<file path="src/rtl/uart_rx_param.sv">
`timescale 1ns/1ps
// Parametrised UART receiver with ready/valid holding, parity/framing errors and sticky overrun.
// Define RX_MAJORITY_VOTE_EN to take each bit as the 2-of-3 vote around mid-bit (+1 cycle latency).
//
// state  | meaning
// IDLE   | line idle; waits for rx low once rx has been seen high
// START  | timing to mid start bit; sample 1 rejects a glitch
// DATA   | one sample per bit period, LSB first
// PARITY | one sample, compared against the expected parity
// STOP   | one sample per stop bit; a 0 flags a framing error
module uart_rx_param #(
    parameter int CLKS_PER_BIT = 868,
    parameter int DATA_BITS    = 8,
    parameter int PARITY_MODE  = 0,
    parameter int STOP_BITS    = 1
) (
    input  logic                 clk,
    input  logic                 rst_n,
    input  logic                 input_serial,
    output logic                 out_valid,
    input  logic                 out_ready,
    output logic [DATA_BITS-1:0] output_byte,
    output logic                 parity_error,
    output logic                 framing_error,
    output logic                 overrun
);

    localparam int CNT_W = $clog2(CLKS_PER_BIT) + 1;
    localparam int BIT_W = $clog2(DATA_BITS) + 1;
    localparam int MID   = (CLKS_PER_BIT - 1) / 2;
`ifdef RX_MAJORITY_VOTE_EN
    localparam int VOTE_DLY = 1;
`else
    localparam int VOTE_DLY = 0;
`endif
    localparam logic [CNT_W-1:0] START_PT  = CNT_W'(MID + VOTE_DLY);
    localparam logic [CNT_W-1:0] BIT_PT    = CNT_W'(CLKS_PER_BIT - 1);
    localparam logic [BIT_W-1:0] LAST_DATA = BIT_W'(DATA_BITS - 1);
    localparam logic [BIT_W-1:0] LAST_STOP = BIT_W'(STOP_BITS - 1);
    localparam logic             ODD_PAR   = (PARITY_MODE == 1);

    typedef enum logic [2:0] {IDLE, START, DATA, PARITY, STOP} state_t;

    state_t               state, state_n;
    logic                 rx_meta, rx, samp, armed;
    logic [CNT_W-1:0]     clk_cnt, clk_cnt_n;
    logic [BIT_W-1:0]     bit_cnt, bit_cnt_n;
    logic [DATA_BITS-1:0] shift, shift_n;
    logic                 perr_f, perr_n, ferr_f, ferr_n, done, done_n;
    logic                 par_exp, hs, load, drop;

    always_ff @(posedge clk or negedge rst_n) begin
        if (!rst_n) begin
            rx_meta <= 1'b1;
            rx      <= 1'b1;
        end else begin
            rx_meta <= input_serial;
            rx      <= rx_meta;
        end
    end

`ifdef RX_MAJORITY_VOTE_EN
    // Decision is taken one cycle after mid so the three taps straddle it.
    logic rx_d1, rx_d2;
    always_ff @(posedge clk or negedge rst_n) begin
        if (!rst_n) begin
            rx_d1 <= 1'b1;
            rx_d2 <= 1'b1;
        end else begin
            rx_d1 <= rx;
            rx_d2 <= rx_d1;
        end
    end
    assign samp = (rx_d2 & rx_d1) | (rx_d2 & rx) | (rx_d1 & rx);
`else
    assign samp = rx;
`endif

    // A held-low line (break) must go high before another start is accepted.
    always_ff @(posedge clk or negedge rst_n) begin
        if (!rst_n)             armed <= 1'b0;
        else if (state != IDLE) armed <= 1'b0;
        else if (rx)            armed <= 1'b1;
    end

    assign par_exp = (^shift) ^ ODD_PAR;

    always_ff @(posedge clk or negedge rst_n) begin
        if (!rst_n) begin
            state   <= IDLE;
            clk_cnt <= '0;
            bit_cnt <= '0;
            shift   <= '0;
            perr_f  <= 1'b0;
            ferr_f  <= 1'b0;
            done    <= 1'b0;
        end else begin
            state   <= state_n;
            clk_cnt <= clk_cnt_n;
            bit_cnt <= bit_cnt_n;
            shift   <= shift_n;
            perr_f  <= perr_n;
            ferr_f  <= ferr_n;
            done    <= done_n;
        end
    end

    always_comb begin
        state_n   = state;
        clk_cnt_n = clk_cnt + CNT_W'(1);
        bit_cnt_n = bit_cnt;
        shift_n   = shift;
        perr_n    = perr_f;
        ferr_n    = ferr_f;
        done_n    = 1'b0;
        case (state)
            IDLE: begin
                clk_cnt_n = '0;
                bit_cnt_n = '0;
                if (!rx && armed) begin
                    state_n = START;
                    perr_n  = 1'b0;
                    ferr_n  = 1'b0;
                end
            end
            START: begin
                if (clk_cnt == START_PT) begin
                    clk_cnt_n = '0;
                    state_n   = samp ? IDLE : DATA;
                end
            end
            DATA: begin
                if (clk_cnt == BIT_PT) begin
                    clk_cnt_n = '0;
                    shift_n   = {samp, shift[DATA_BITS-1:1]};
                    if (bit_cnt == LAST_DATA) begin
                        bit_cnt_n = '0;
                        state_n   = (PARITY_MODE != 0) ? PARITY : STOP;
                    end else begin
                        bit_cnt_n = bit_cnt + BIT_W'(1);
                    end
                end
            end
            PARITY: begin
                if (clk_cnt == BIT_PT) begin
                    clk_cnt_n = '0;
                    perr_n    = (samp != par_exp);
                    state_n   = STOP;
                end
            end
            STOP: begin
                if (clk_cnt == BIT_PT) begin
                    clk_cnt_n = '0;
                    if (!samp) ferr_n = 1'b1;
                    if (bit_cnt == LAST_STOP) begin
                        bit_cnt_n = '0;
                        state_n   = IDLE;
                        done_n    = 1'b1;
                    end else begin
                        bit_cnt_n = bit_cnt + BIT_W'(1);
                    end
                end
            end
            default: state_n = IDLE;
        endcase
    end

    assign hs   = out_valid && out_ready;
    assign load = done && (!out_valid || out_ready);
    assign drop = done && out_valid && !out_ready;

    always_ff @(posedge clk or negedge rst_n) begin
        if (!rst_n) begin
            out_valid     <= 1'b0;
            output_byte   <= '0;
            parity_error  <= 1'b0;
            framing_error <= 1'b0;
            overrun       <= 1'b0;
        end else begin
            if (load) begin
                out_valid     <= 1'b1;
                output_byte   <= shift;
                parity_error  <= perr_f;
                framing_error <= ferr_f;
            end else if (hs) begin
                out_valid <= 1'b0;
            end
            if (drop)    overrun <= 1'b1;
            else if (hs) overrun <= 1'b0;
        end
    end

endmodule
</file>
<file path="config.mk">
export PLATFORM = sky130hd
export DESIGN_NAME = uart_rx_param
export DESIGN_NICKNAME = d
export VERILOG_FILES = /design/src/rtl/uart_rx_param.sv
export SDC_FILE = /design/constraint.sdc
export NUM_CORES = 1
export LEC_CHECK = 0
export ABC_AREA = 1
export CORE_MARGIN = 3
export CORE_UTILIZATION = 40
export CTS_BUF_LIST = sky130_fd_sc_hd__clkbuf_16
export DETAILED_ROUTE_END_ITERATION = 7
export GPL_TIMING_DRIVEN = 0
export HOLD_SLACK_MARGIN = 0.1
export PLACE_DENSITY = 0.56
export SYNTH_ARGS = -nofsm -noshare
export SYNTH_HDL_FRONTEND = slang
export SYNTH_SLANG_ARGS = --single-unit
</file>
<file path="constraint.sdc">
create_clock -name clk -period 2.2 [get_ports clk]
set_clock_uncertainty 0.2 [all_clocks]
set_input_delay 0.55 -clock clk [delete_from_list [all_inputs] [get_ports clk]]
set_output_delay 0.55 -clock clk [all_outputs]
set_load 0.01 [all_outputs]
</file>
==> summary.md <==
| Metric | Value |
|---|---|
| Status | complete, no violations |
| VDD IR max | 0.436 mV |
| Die height | roughly 82 um |
| Footprint of the multi-input gates | 0.00103 mm^2 |
| Largest net degree at the start of global routing | 24 |
| CP arrival | 1.21 ns |
| Routability Congestion | between 0.7 and 0.8 |
| Final setup violation count | 0 |
| Clk sinks | between 40 and 50 |
| DR WL/cell | approximately 12 um |
| Mapped Area | 0.00232 mm^2 |
| Final Non-Filler Cells | 388 |
| Placed Cells incl. Taps | 379 |
| H-tree depth | 2 |
| Global-route wire length before repair | 8.14 mm |
| Syn Inst Count | 291 |
| Fmax | 511 MHz |
| Min-Delay Path Depth | 0 |
| Slew HR | 0.647 |
| Minimum clock period | 1.96 ns |
| Die area | 0.00676 mm^2 |
| Seq/Total Area, Yosys | 0.475 |
| GRT overflow | 0 |
| Crit end category | output port |
| CP startpoint kind | register |
| DRT Wirelength | between 4 and 5 mm |
| Layout area overhead | 17.9% |
| Clk buf depth | 2 |
| Tcrit/Tclk final | 0.890 |
| EDFF count, synth | 0 |
| Slowest-stage cell, CP | clkdlybuf4s50_1 |
| Total CTS buffers | 5 |
| Post-synthesis average cell area | 7.98 um^2 |
| Fin. max-slew vios | 0 |
| R2r setup slk | 0.26 ns |
| Fillers | 577 |
| Post-synthesis adder-cell area fraction | 0.0215 |
| Die X | roughly 82 um |
| Initial antenna violation count | 0 |
| Cell with the most instances after synthesis | nand2_1 |
| R2R cell count | 8 |
| RSZ-0062 raised after global routing | false |
| Worst min-delay path startpoint | rx_meta |
| Hold EP | rx |
| Asr flop ratio synth | 1.00 |
| Synth Warn # | 0 |
| DRC Markers | 0 |
| #FFs+latches synth | 44 |
| Distinct cells, synth | 31 |
| Power Density | between 800 and 900 mW/mm^2 |
| Antenna cells | 0 |
| Vias/cell | slightly below 5 |
| Critical Path Max Stage Delay | 0.55 ns |
| Reg2reg end | bit_cnt[3] |
| Core area | 0.00557 mm^2 |
| Register area | about 0.0011 mm^2 |
| Syn_nets | 299 |
| Main combinational cell family by area after synthesis | simple AND/OR/NAND/NOR gates |
| Hold slack | 0.155 ns |
| Ys flop type | dfrtp_1 |
| Critical R2R Launch | clk_cnt[0] |
| CP Cell Sequence | clkdlybuf4s50_1 |
| Synth Area in Compound Gates | 0.0840 |
| Post-CTS Setup Bufs | 0 |
| Buf/Inv on CP | 1 |
| Worst endpoint required time | roughly 1.5 ns |
| Synth Area in XOR/XNOR | 0.0188 |
| Dpl hpwl | about 3.4 mm |
| Fraction of synthesized area in multiplexers | 0.00485 |
| Cell taking the most area after synthesis | dfrtp_1 |
| Port Buf Inserts | 15 |
| Synth area leaders | dfrtp_1 (45%), nand2_1 (14%), inv_1 (6.6%), o21ai_0 (4.7%), nand3_1 (3.9%) |
| Synth Area in Simple Gates | 0.314 |
| Placement row count | 27 |
| Top Ports | 16 |
| Crit Path Class | register to output port |
| DRT iter0 DRCs | 150 |
| Vias | 1891 |
| Post-synth top cells | nand2_1 (88), dfrtp_1 (42), inv_1 (41) |
| CP max FO | 4 |
| Worst-skew pair later-pin latency | 0.29 ns |
| Leakage | 1.32 nW |
| Starting Density | 0.417 |
| HP Class | register to register |
| CTS root buffer | clkbuf_16 |
| Final #Nets | 323 |
| Fin. Hold Viols | 0 |
| Yosys top cell area share | 0.452 |
| Final ANT Viol Nets | 0 |
| Clock slew at reported path FFs | 0.06 ns |
| Tot GR Track Use | 0.155 |
| CTS tree | built |
| Initial DRT Pass Iterations | 4 |
| Vias in the first global route | 1806 |
| Pin slew with the least headroom to its limit | 0.530 ns |
| Max-cap check violation count | 0 |
| Cell family with most CP delay | buffers and inverters |
| Fraction of layout cells with a size suffix above 1 | 0.0981 |
[power breakdown]
part           internal (mW)  switching, mW
clock network          0.418          0.311
registers              0.867         0.0565
logic                  0.188          0.398
[kinds of logic (layout without fill, tap and decap cells)]
kind of cell,Yosys count,in the layout
buffers and inverters,46,71
muxes,1,1
and+or+nand+nor,157,157
adders and majority gates,4,4
DFF,44,44
AOI/OAI and AO/OA,34,34
xor gates and xnor gates,5,5
[flip-flops by register name (all words and copies together), names as in the netlist]
register       count
done               1
armed              1
ferr_f             1
overrun            1
parity_error       1
shift              8
rx                 1
clk_cnt           11
framing_error      1
bit_cnt            4
perr_f             1
out_valid          1
state              3
output_byte        8
rx_meta            1
[layer usage]
metal  GRT usage  share of wire  vias to the layer above
met5           0              0                        -
met4      0.0515          0.019                        0
met3      0.0358          0.031                        8
met1       0.206           0.48                      887
li1            -              -                      968
met2       0.249           0.47                       28
[cell usage in the layout (no fill, tap or decap), types with 3 or more instances in the layout]
| master | count |
|---|---|
| clkdlybuf4s50_1 | 14 |
| o21ai_2 | 4 |
| nand3_1 | 18 |
| o21ai_0 | 22 |
| nand4_1 | 5 |
| ha_1 | 4 |
| xor2_1 | 3 |
| nand2_1 | 88 |
| inv_1 | 41 |
| clkbuf_16 | 5 |
| nor2_1 | 23 |
| dfrtp_1 | 42 |
| nand2_2 | 4 |
| a21oi_1 | 3 |
| nor3_1 | 11 |
[worst max-delay path by stage]
stage          startpoint           end  slack (ns)  cells after the start
2_1_floorplan  clk_cnt[0]   clk_cnt[10]        0.55                      8
3_3_place_gp        rst_n    clk_cnt[9]       -0.85                      1
3_5_place_dp    out_ready  parity_error      -0.002                      6
4_1_cts         out_valid     out_valid        0.23                      1
5_1_grt        clk_cnt[0]   clk_cnt[10]        0.02                      9
6_report        out_valid     out_valid        0.24                      1
[cell type report]
type	count	area share
repair buffers	17	0.0667
clock inverters	3	0.00685
well taps	72	0.0329
plain buffers	4	0.0110
multi-input cells	201	0.376
inverters	42	0.0584
flip-flops and latches	44	0.403
clock buffers	5	0.0457
[per-stage QoR]
step           setup slack, ns  setup TNS (ns)   util  power, mW  area (um^2)
6_report                 0.242               0  0.492       2.24         2740
5_1_grt                 0.0165               0  0.492       2.39         2740
4_1_cts                  0.232               0  0.492       2.27         2740
3_5_place_dp          -0.00150        -0.00150  0.464       1.52         2590
3_3_place_gp            -0.850          -36.46  0.460       1.52         2560
2_1_floorplan            0.550               0      -       1.38         2320
[what timing repair did]
action / in CTS / in global routing
resized for setup: 0 / 0
endpoints found under the hold margin: 19 / 0
hold buffers: 1 / 0
No activity file was read; power rests on OpenSTA's default activity.
